[src/rtl/traffic_phase_ctrl.sv]
// Phase controller for a highway / side-road crossing.
// Drives the interval timer (enable_h, enable_n, start, timer_load), consumes its
// green (Timeout) and yellow (timeout) expiries, inserts all-red clearance and
// serves side-road requests latched from an asynchronous vehicle sensor.
module traffic_phase_ctrl #(
  parameter int unsigned CLEAR_CYCLES = 4,
  parameter int unsigned CLR_W        = 8
) (
  input  logic       clk,
  input  logic       rst,
  input  logic       car_req,
  input  logic       Timeout,
  input  logic       timeout,
  output logic       enable_h,
  output logic       enable_n,
  output logic       start,
  output logic       timer_load,
  output logic [2:0] hwy_light,
  output logic [2:0] side_light,
  output logic [2:0] state_dbg
);

  localparam logic [2:0] HG  = 3'd0;
  localparam logic [2:0] HY  = 3'd1;
  localparam logic [2:0] AR1 = 3'd2;
  localparam logic [2:0] SG  = 3'd3;
  localparam logic [2:0] SY  = 3'd4;
  localparam logic [2:0] AR2 = 3'd5;

  localparam logic [2:0] LIGHT_R = 3'b100;
  localparam logic [2:0] LIGHT_Y = 3'b010;
  localparam logic [2:0] LIGHT_G = 3'b001;

  localparam logic [CLR_W-1:0] CLR_LOAD = CLR_W'(CLEAR_CYCLES - 1);

  logic [2:0]       state;
  logic [2:0]       state_nx;
  logic             load_flag;
  logic             load_nx;
  logic [CLR_W-1:0] clr_cnt;
  logic [CLR_W-1:0] clr_nx;
  logic             sync1;
  logic             req_s;
  logic             req_latched;
  logic             req_nx;
  logic             nx_is_ar;
  logic             cur_is_ar;

  // State, load flag, clearance counter, synchronizer and request latch.
  always_ff @(posedge clk) begin
    if (rst) begin
      state       <= HG;
      load_flag   <= 1'b1;
      clr_cnt     <= '0;
      sync1       <= 1'b0;
      req_s       <= 1'b0;
      req_latched <= 1'b0;
    end else begin
      state       <= state_nx;
      load_flag   <= load_nx;
      clr_cnt     <= clr_nx;
      sync1       <= car_req;
      req_s       <= sync1;
      req_latched <= req_nx;
    end
  end

  // Next-state logic; expiries are ignored while the timer is being reloaded.
  always_comb begin
    state_nx  = state;
    load_nx   = 1'b0;
    clr_nx    = clr_cnt;
    req_nx    = req_latched | req_s;
    nx_is_ar  = 1'b0;
    cur_is_ar = (state == AR1) || (state == AR2);

    case (state)
      HG: begin
        if (!load_flag && Timeout) begin
          if (req_latched) begin
            state_nx = HY;
          end else begin
            load_nx = 1'b1;  // highway rests in green: restart the green interval
          end
        end
      end
      HY:      if (!load_flag && timeout) state_nx = AR1;
      AR1:     if (clr_cnt == '0) state_nx = SG;
      SG:      if (!load_flag && Timeout) state_nx = SY;
      SY:      if (!load_flag && timeout) state_nx = AR2;
      AR2:     if (clr_cnt == '0) state_nx = HG;
      default: state_nx = AR2;
    endcase

    // Every fresh entry into a timed state restarts the timer.
    if ((state_nx != state) &&
        ((state_nx == HG) || (state_nx == HY) || (state_nx == SG) || (state_nx == SY))) begin
      load_nx = 1'b1;
    end

    // Clearance counter: load on entry to all-red, count down while there.
    nx_is_ar = (state_nx == AR1) || (state_nx == AR2);
    if (nx_is_ar && (state_nx != state)) begin
      clr_nx = CLR_LOAD;
    end else if (cur_is_ar && (clr_cnt != '0)) begin
      clr_nx = clr_cnt - CLR_W'(1);
    end

    // Serving the side road consumes the request; clear beats a concurrent set.
    if ((state_nx == SG) && (state != SG)) begin
      req_nx = 1'b0;
    end
  end

  // Moore decode of lights and timer controls from the state register.
  always_comb begin
    hwy_light  = LIGHT_R;
    side_light = LIGHT_R;
    enable_h   = 1'b0;
    enable_n   = 1'b0;
    start      = 1'b0;
    case (state)
      HG: begin
        hwy_light = LIGHT_G;
        enable_h  = 1'b1;
      end
      HY: begin
        hwy_light = LIGHT_Y;
        enable_h  = 1'b1;
        start     = 1'b1;
      end
      SG: begin
        side_light = LIGHT_G;
        enable_n   = 1'b1;
      end
      SY: begin
        side_light = LIGHT_Y;
        enable_n   = 1'b1;
        start      = 1'b1;
      end
      default: ;  // all-red and illegal codes keep both heads red
    endcase
  end

  // Load pulse is held off while reset is asserted.
  assign timer_load = load_flag & ~rst;
  assign state_dbg  = state;

endmodule

[config.mk]
export PLATFORM = sky130hd
export DESIGN_NAME = traffic_phase_ctrl
export DESIGN_NICKNAME = d
export VERILOG_FILES = /design/src/rtl/traffic_phase_ctrl.sv
export SDC_FILE = /design/constraint.sdc
export NUM_CORES = 1
export LEC_CHECK = 0
export ABC_AREA = 0
export CORE_MARGIN = 4
export CORE_UTILIZATION = 45
export DETAILED_ROUTE_END_ITERATION = 12
export GPL_TIMING_DRIVEN = 0
export HOLD_SLACK_MARGIN = 0.03
export PLACE_DENSITY = 0.78
export SYNTH_ARGS = -nofsm -noshare
export SYNTH_HDL_FRONTEND = slang
export SYNTH_SLANG_ARGS = --single-unit
[constraint.sdc]
create_clock -name clk -period 1.59 [get_ports clk]
set_input_delay 0.159 -clock clk [delete_from_list [all_inputs] [get_ports clk]]
set_output_delay 0.159 -clock clk [all_outputs]
set_load 0.01 [all_outputs]
==> impl_metrics.toml, run 1 <==
[status]
status = "finished, violations left"
violations = "negative setup slack"

[synth]
syn-cell-area_um2 = 922
yosys_warnings = 0
synth.area.top_cells = "dfxtp_1, xor2_1, nor3_1"
netlist.area_leader.share = 0.326
synth_edf_count = 0
async_flop_share = 0
synth.avg_cell_area_um2 = 8.31
syn_inst = 111
synth_cell_types = 38
synthFlopType = "dfxtp_1"
ys_seq_area_frac = 0.326
syn-num-nets = 118
synth_common_cells = "dfxtp_1, nor2_1, inv_1, nor3_1"
synth_top_area_cell = "dfxtp_1"
ys_ff_latch = 15
post-synth-top-count-cell = "dfxtp_1"

[timing]
rsz0062_at_grt = "yes"
fin_crit_sh = 1.07
relSlewSlack = 0.745
holdWs_ns = 0.242
hold_viol = 0
fmax_mhz = 586
tightest_slew_ns = 0.382
final_max_slew_viol_count = 0
finalClockSkew_ns = 0.00464
setup_ws_ns = -0.117
fin_crit_ns = 1.71
setup-violations-final = 12
tns_ns = -0.774

[routing]
avgViaCountPerCell = 5.70
ant_nets = 0
maxUsedRoutingLayer = "met4"
wl_per_cell_um = 15.9
wl_met1_um = 1130
wl_met2_um = 1440
via_count = 997
routed_wl_um = 2790
drtIter0Drc = 30
drtPass1Iterations = 4
drcViolationCount = 0
wl_met3_um = 145

[finish]
antenna_cells = 0
syn_to_final_growth_pct = 53.5
fin_area_um2 = 1420
nNetsFinal = 156
drive_gt1_frac = 0.466

[pwr]
power.density_nw_per_um2 = 525
vdd.ir_drop.worst_mv = 0.592
leakagePower_nw = 0.575
p_total_uw = 743

[setup_path]
cp_slowest_cell = "dfxtp_4"
cp_max_fo = 5
slowest_delay_ns = 0.38
crit_type = "reg2reg"
arrival_ns = 1.92
cp.required_ns = 1.81
crit_path_cell_trace = "buf_8 > buf_6 > nand3b_1 > a22oi_2 > buf_4 > nand2_2 > xor2_1 > nor3_2"
worst_setup_path_end_kind = "flip-flop"
start_kind = "flip-flop"

[placement]
dp_hpwl_um = 1550
io_buffers = 16
dpl_cell_area_um2 = 1140
place_congestion = 0.953

[cts]
cts_tree = "built"
clock-root-buffer = "clkbuf_4"
cts-buffers-inserted = 3
clk_latency_ns = 0.28
hold_buffers = 0
numClockSinks = 15
clk_pin_slew_worst_paths_ns = 0.10
clockBufferDepth = 2
htree_levels = 1

[floorplan]
die-area_um2 = 2840
io_pins = 18
start_util = 0.470
fp.dieW_um = 53.3
fp.dieH_um = 53.3
core-area_um2 = 1960
std_cell_rows = 16

[grt]
grt_start_max_net_pins = 11
gr-total-overflow = 0
grt_pass1_wl_um = 4230
antenna_found_initial = 0
grt_util_all_layers = 0.203
grt_pass1_vias = 964

[flow_run]
maxCapViolCount = 0

[worst_hold_path]
hold_class = "in2reg"
## critical path: cells and delay by family (launching register included)
| family | cells | cell delay [ns] |
|---|---|---|
| xor gates and xnor gates | 1 | 0.14 |
| AOI/OAI and AO/OA | 1 | 0.27 |
| and+or+nand+nor | 3 | 0.45 |
| buffers and inverters | 3 | 0.41 |
| DFF | 1 | 0.38 |
## where the power goes
group	switching, mW	leakage (nW)	internal (mW)	total, mW
Clock	0.129	0.0177	0.0934	0.222
Sequential	0.00875	0.127	0.380	0.389
Combinational	0.0661	0.430	0.0663	0.132
Total	0.204	0.575	0.540	0.743
## through the flow
| step | instances | utilization | setup slack (ns) |
|---|---|---|---|
| after global routing | 175 | 0.721 | -0.179 |
| final | 175 | 0.721 | -0.117 |
| after CTS | 172 | 0.688 | -0.0770 |
| after floorplan | 111 | - | -0.000630 |
| after global placement | 154 | 0.580 | -0.263 |
| after detailed placement | 154 | 0.580 | -0.273 |
## layer usage
metal / track usage / vias to the layer above
met4: 0.0979 / 0
met3: 0.0451 / 8
met2: 0.357 / 42
met5: 0 / -
li1: - / 462
met1: 0.228 / 485
## kinds of logic after synthesis
kind of cell,synth area share
AND/OR/NAND/NOR,0.316
flip-flops,0.326
XOR/XNOR,0.0665
AO/OA/AOI/OAI,0.197
buffers and inverters,0.0679
adder cells (fa/ha/maj),0.0271
## state kept, by name, indices dropped and copies added, names as in the netlist
name / cells
load_flag: 1
state_dbg: 3
req_s: 1
req_latched: 1
sync1: 1
clr_cnt: 8
## repair_timing
| action | CTS | global route |
|---|---|---|
| setup buffers | 13 | 3 |
| setup endpoints to repair | 18 | 17 |
| resized for setup | 46 | 25 |
| gates cloned | 1 | 0 |
| pin swaps | 6 | 4 |
## cell type report
| type | count | area [um2] |
|---|---|---|
| multi-input combinational | 82 | 671 |
| fill | 150 | 547 |
| sequential | 15 | 322 |
| timing repair buffer | 32 | 283 |
| buffer | 5 | 41.3 |
| inverter | 10 | 37.5 |
| tap | 27 | 33.8 |
| clock buffer | 3 | 22.5 |
| clock inverter | 1 | 5.00 |
## cells in the final DEF (no fill, tap or decap), types with 5 or more instances in the layout
cell,n
dfxtp_2,5
nor2b_1,5
inv_1,6
buf_4,14
buf_6,6
clkdlybuf4s50_1,7
dfxtp_1,6
xor2_1,6
nor2_1,8
nor3_1,7
## worst paths after layout
| kind | startpoint | to | slack (ns) | depth (start not counted) |
|---|---|---|---|---|
| min | rst | req_s$_SDFF_PP0_ | 0.24 | 2 |
| min reg2reg | sync1$_SDFF_PP0_ | req_s$_SDFF_PP0_ | 0.45 | 1 |
| max reg2reg | state_dbg[1]$_SDFF_PP0_ | clr_cnt[2]$_SDFFE_PP0P_ | -0.12 | 8 |
| max | state_dbg[1]$_SDFF_PP0_ | clr_cnt[2]$_SDFFE_PP0P_ | -0.12 | 8 |
(Power assumes the default switching activity.)
==> run 2: changes to the inputs <==
--- a/config.mk
+++ b/config.mk
@@ -6,12 +6,14 @@
 export NUM_CORES = 1
 export LEC_CHECK = 0
 export ABC_AREA = 0
+export ABC_CLOCK_PERIOD_IN_PS = 1590
 export CORE_MARGIN = 4
-export CORE_UTILIZATION = 45
+export CORE_UTILIZATION = 37
 export DETAILED_ROUTE_END_ITERATION = 12
 export GPL_TIMING_DRIVEN = 0
 export HOLD_SLACK_MARGIN = 0.03
-export PLACE_DENSITY = 0.78
+export MAX_ROUTING_LAYER = met4
+export PLACE_DENSITY = 0.67
 export SYNTH_ARGS = -nofsm -noshare
 export SYNTH_HDL_FRONTEND = slang
 export SYNTH_SLANG_ARGS = --single-unit
==> impl_metrics.toml, run 2 (same netlist as run 1, synthesis figures left out) <==
[status]
status = "finished, violations left"
violations = "negative setup slack"

[cts]
numClockSinks = 15
cts-buffers-inserted = 3
clk_pin_slew_worst_paths_ns = 0.09
clockBufferDepth = 2
hold_buffers = 0
clock-root-buffer = "clkbuf_4"
clk_latency_ns = 0.29
cts_tree = "built"
htree_levels = 1

[finish]
fin_area_um2 = 1450
final_cell_mix = "buf_4, nor2_1, buf_6, dfxtp_1"
antenna_cells = 0
mostFrequentLayoutCell = "buf_4"
fin_cells = 178
utilization = 0.630
nNetsFinal = 158
drive_gt1_frac = 0.453
syn_to_final_growth_pct = 56.9
largest_reg_flops = 8
regMostFlops = "clr_cnt"

[placement]
dp_cells = 155
place_congestion = 0.885
dp_hpwl_um = 1620
io_buffers = 16
pre_cts_slack_ns = -0.287
dpl_cell_area_um2 = 1140

[worst_hold_path]
min-delay-start = "rst"
hold_class = "in2reg"
whs_endpoint = "state_dbg[2]$_SDFF_PP0_"
whs_path_depth = 2

[timing]
tightest_slew_ns = 0.418
fin_crit_sh = 1.12
rsz0062_at_grt = "yes"
relSlewSlack = 0.722
setup_ws_ns = -0.194
finalClockSkew_ns = 0.00487
final_max_slew_viol_count = 0
fin_crit_ns = 1.78
holdWs_ns = 0.240
setup-violations-final = 11
tns_ns = -1.12
fmax_mhz = 560
hold_viol = 0

[routing]
wl_met2_um = 1500
via_count = 985
drtIter0Drc = 30
drcViolationCount = 0
ant_nets = 0
wl_met3_um = 140
avgViaCountPerCell = 5.53
wl_met1_um = 1150
wl_per_cell_um = 15.9
maxUsedRoutingLayer = "met4"
drtPass1Iterations = 4
routed_wl_um = 2840

[pwr]
leakagePower_nw = 0.628
vdd.ir_drop.worst_mv = 0.567
power.density_nw_per_um2 = 526
p_total_uw = 760

[floorplan]
io_pins = 18
die-area_um2 = 3350
core-area_um2 = 2300
fp.dieW_um = 57.9
std_cell_rows = 17
start_util = 0.401
fp.dieH_um = 57.9

[setup_path]
arrival_ns = 1.97
worst_setup_path_end_kind = "flip-flop"
cp.required_ns = 1.78
start_kind = "flip-flop"
cp_max_fo = 4
r2r_slack_ns = -0.19
crit_type = "reg2reg"
reg2regPathDepth = 6
r2r_start = "state_dbg[1]$_SDFF_PP0_"
r2r_end = "clr_cnt[0]$_SDFFE_PP0P_"

[grt]
gr-total-overflow = 0
grt_pass1_vias = 986
grt_pass1_wl_um = 4440
grt_start_max_net_pins = 11
antenna_found_initial = 0
grt_util_all_layers = 0.174

[flow_run]
maxCapViolCount = 0
[run 2: cell types whose count changed in the layout (fill, tap and decap cells not counted), sizes merged]
cell	change
buf	+3
clkbuf	-4
clkdlybuf4s15	-1
clkdlybuf4s50	-2
clkinvlp	+1
dlygate4sd2	+4
dlymetal6s2s	+2
inv	-1
[run 2: critical path: stages, from the launching register on]
cell     delay [ns]
dfxtp_4        0.37
buf_6          0.12
or3b_4         0.41
a22oi_2        0.26
buf_4          0.17
xnor2_1        0.06
o31a_1         0.28
[run 2: power by group]
part	switching, mW	total [mW]	internal (mW)
clock	0.131	0.225	0.0937
combinational	0.0716	0.145	0.0738
sequential	0.00907	0.390	0.381
total	0.212	0.760	0.548
[run 2: worst max path at each step]
stage / from / endpoint / depth (start not counted) / slack, ns
6_report: state_dbg[1]$_SDFF_PP0_ / clr_cnt[0]$_SDFFE_PP0P_ / 6 / -0.19
3_5_place_dp: state_dbg[0]$_SDFF_PP0_ / side_light[2] / 6 / -0.29
3_3_place_gp: state_dbg[0]$_SDFF_PP0_ / side_light[2] / 6 / -0.28
5_1_grt: state_dbg[1]$_SDFF_PP0_ / clr_cnt[6]$_SDFFE_PP0P_ / 7 / -0.26
2_1_floorplan: clr_cnt[0]$_SDFFE_PP0P_ / clr_cnt[2]$_SDFFE_PP0P_ / 7 / -0.0006
4_1_cts: state_dbg[1]$_SDFF_PP0_ / clr_cnt[6]$_SDFFE_PP0P_ / 6 / -0.10
[run 2: metal layers]
layer / track usage / vias up
met5: - / -
met4: 0.0497 / 0
met3: 0.0423 / 6
met2: 0.298 / 32
met1: 0.200 / 474
li1: - / 473
[run 2: area by class of cell]
cell class | count | area (um2)
multi-input combinational | 82 | 672
fill | 191 | 851
tap | 28 | 35.0
timing repair buffer | 35 | 309
sequential | 15 | 320
clock buffer | 3 | 22.5
clock inverter | 1 | 5.00
inverter | 10 | 41.3
buffer | 4 | 41.3
[run 2: what timing repair did]
action / CTS / global route
buffers inserted: 11 / 8
endpoints found under the setup margin: 19 / 15
gates resized for setup: 44 / 22
cloned: 1 / 0
pin swaps: 9 / 8
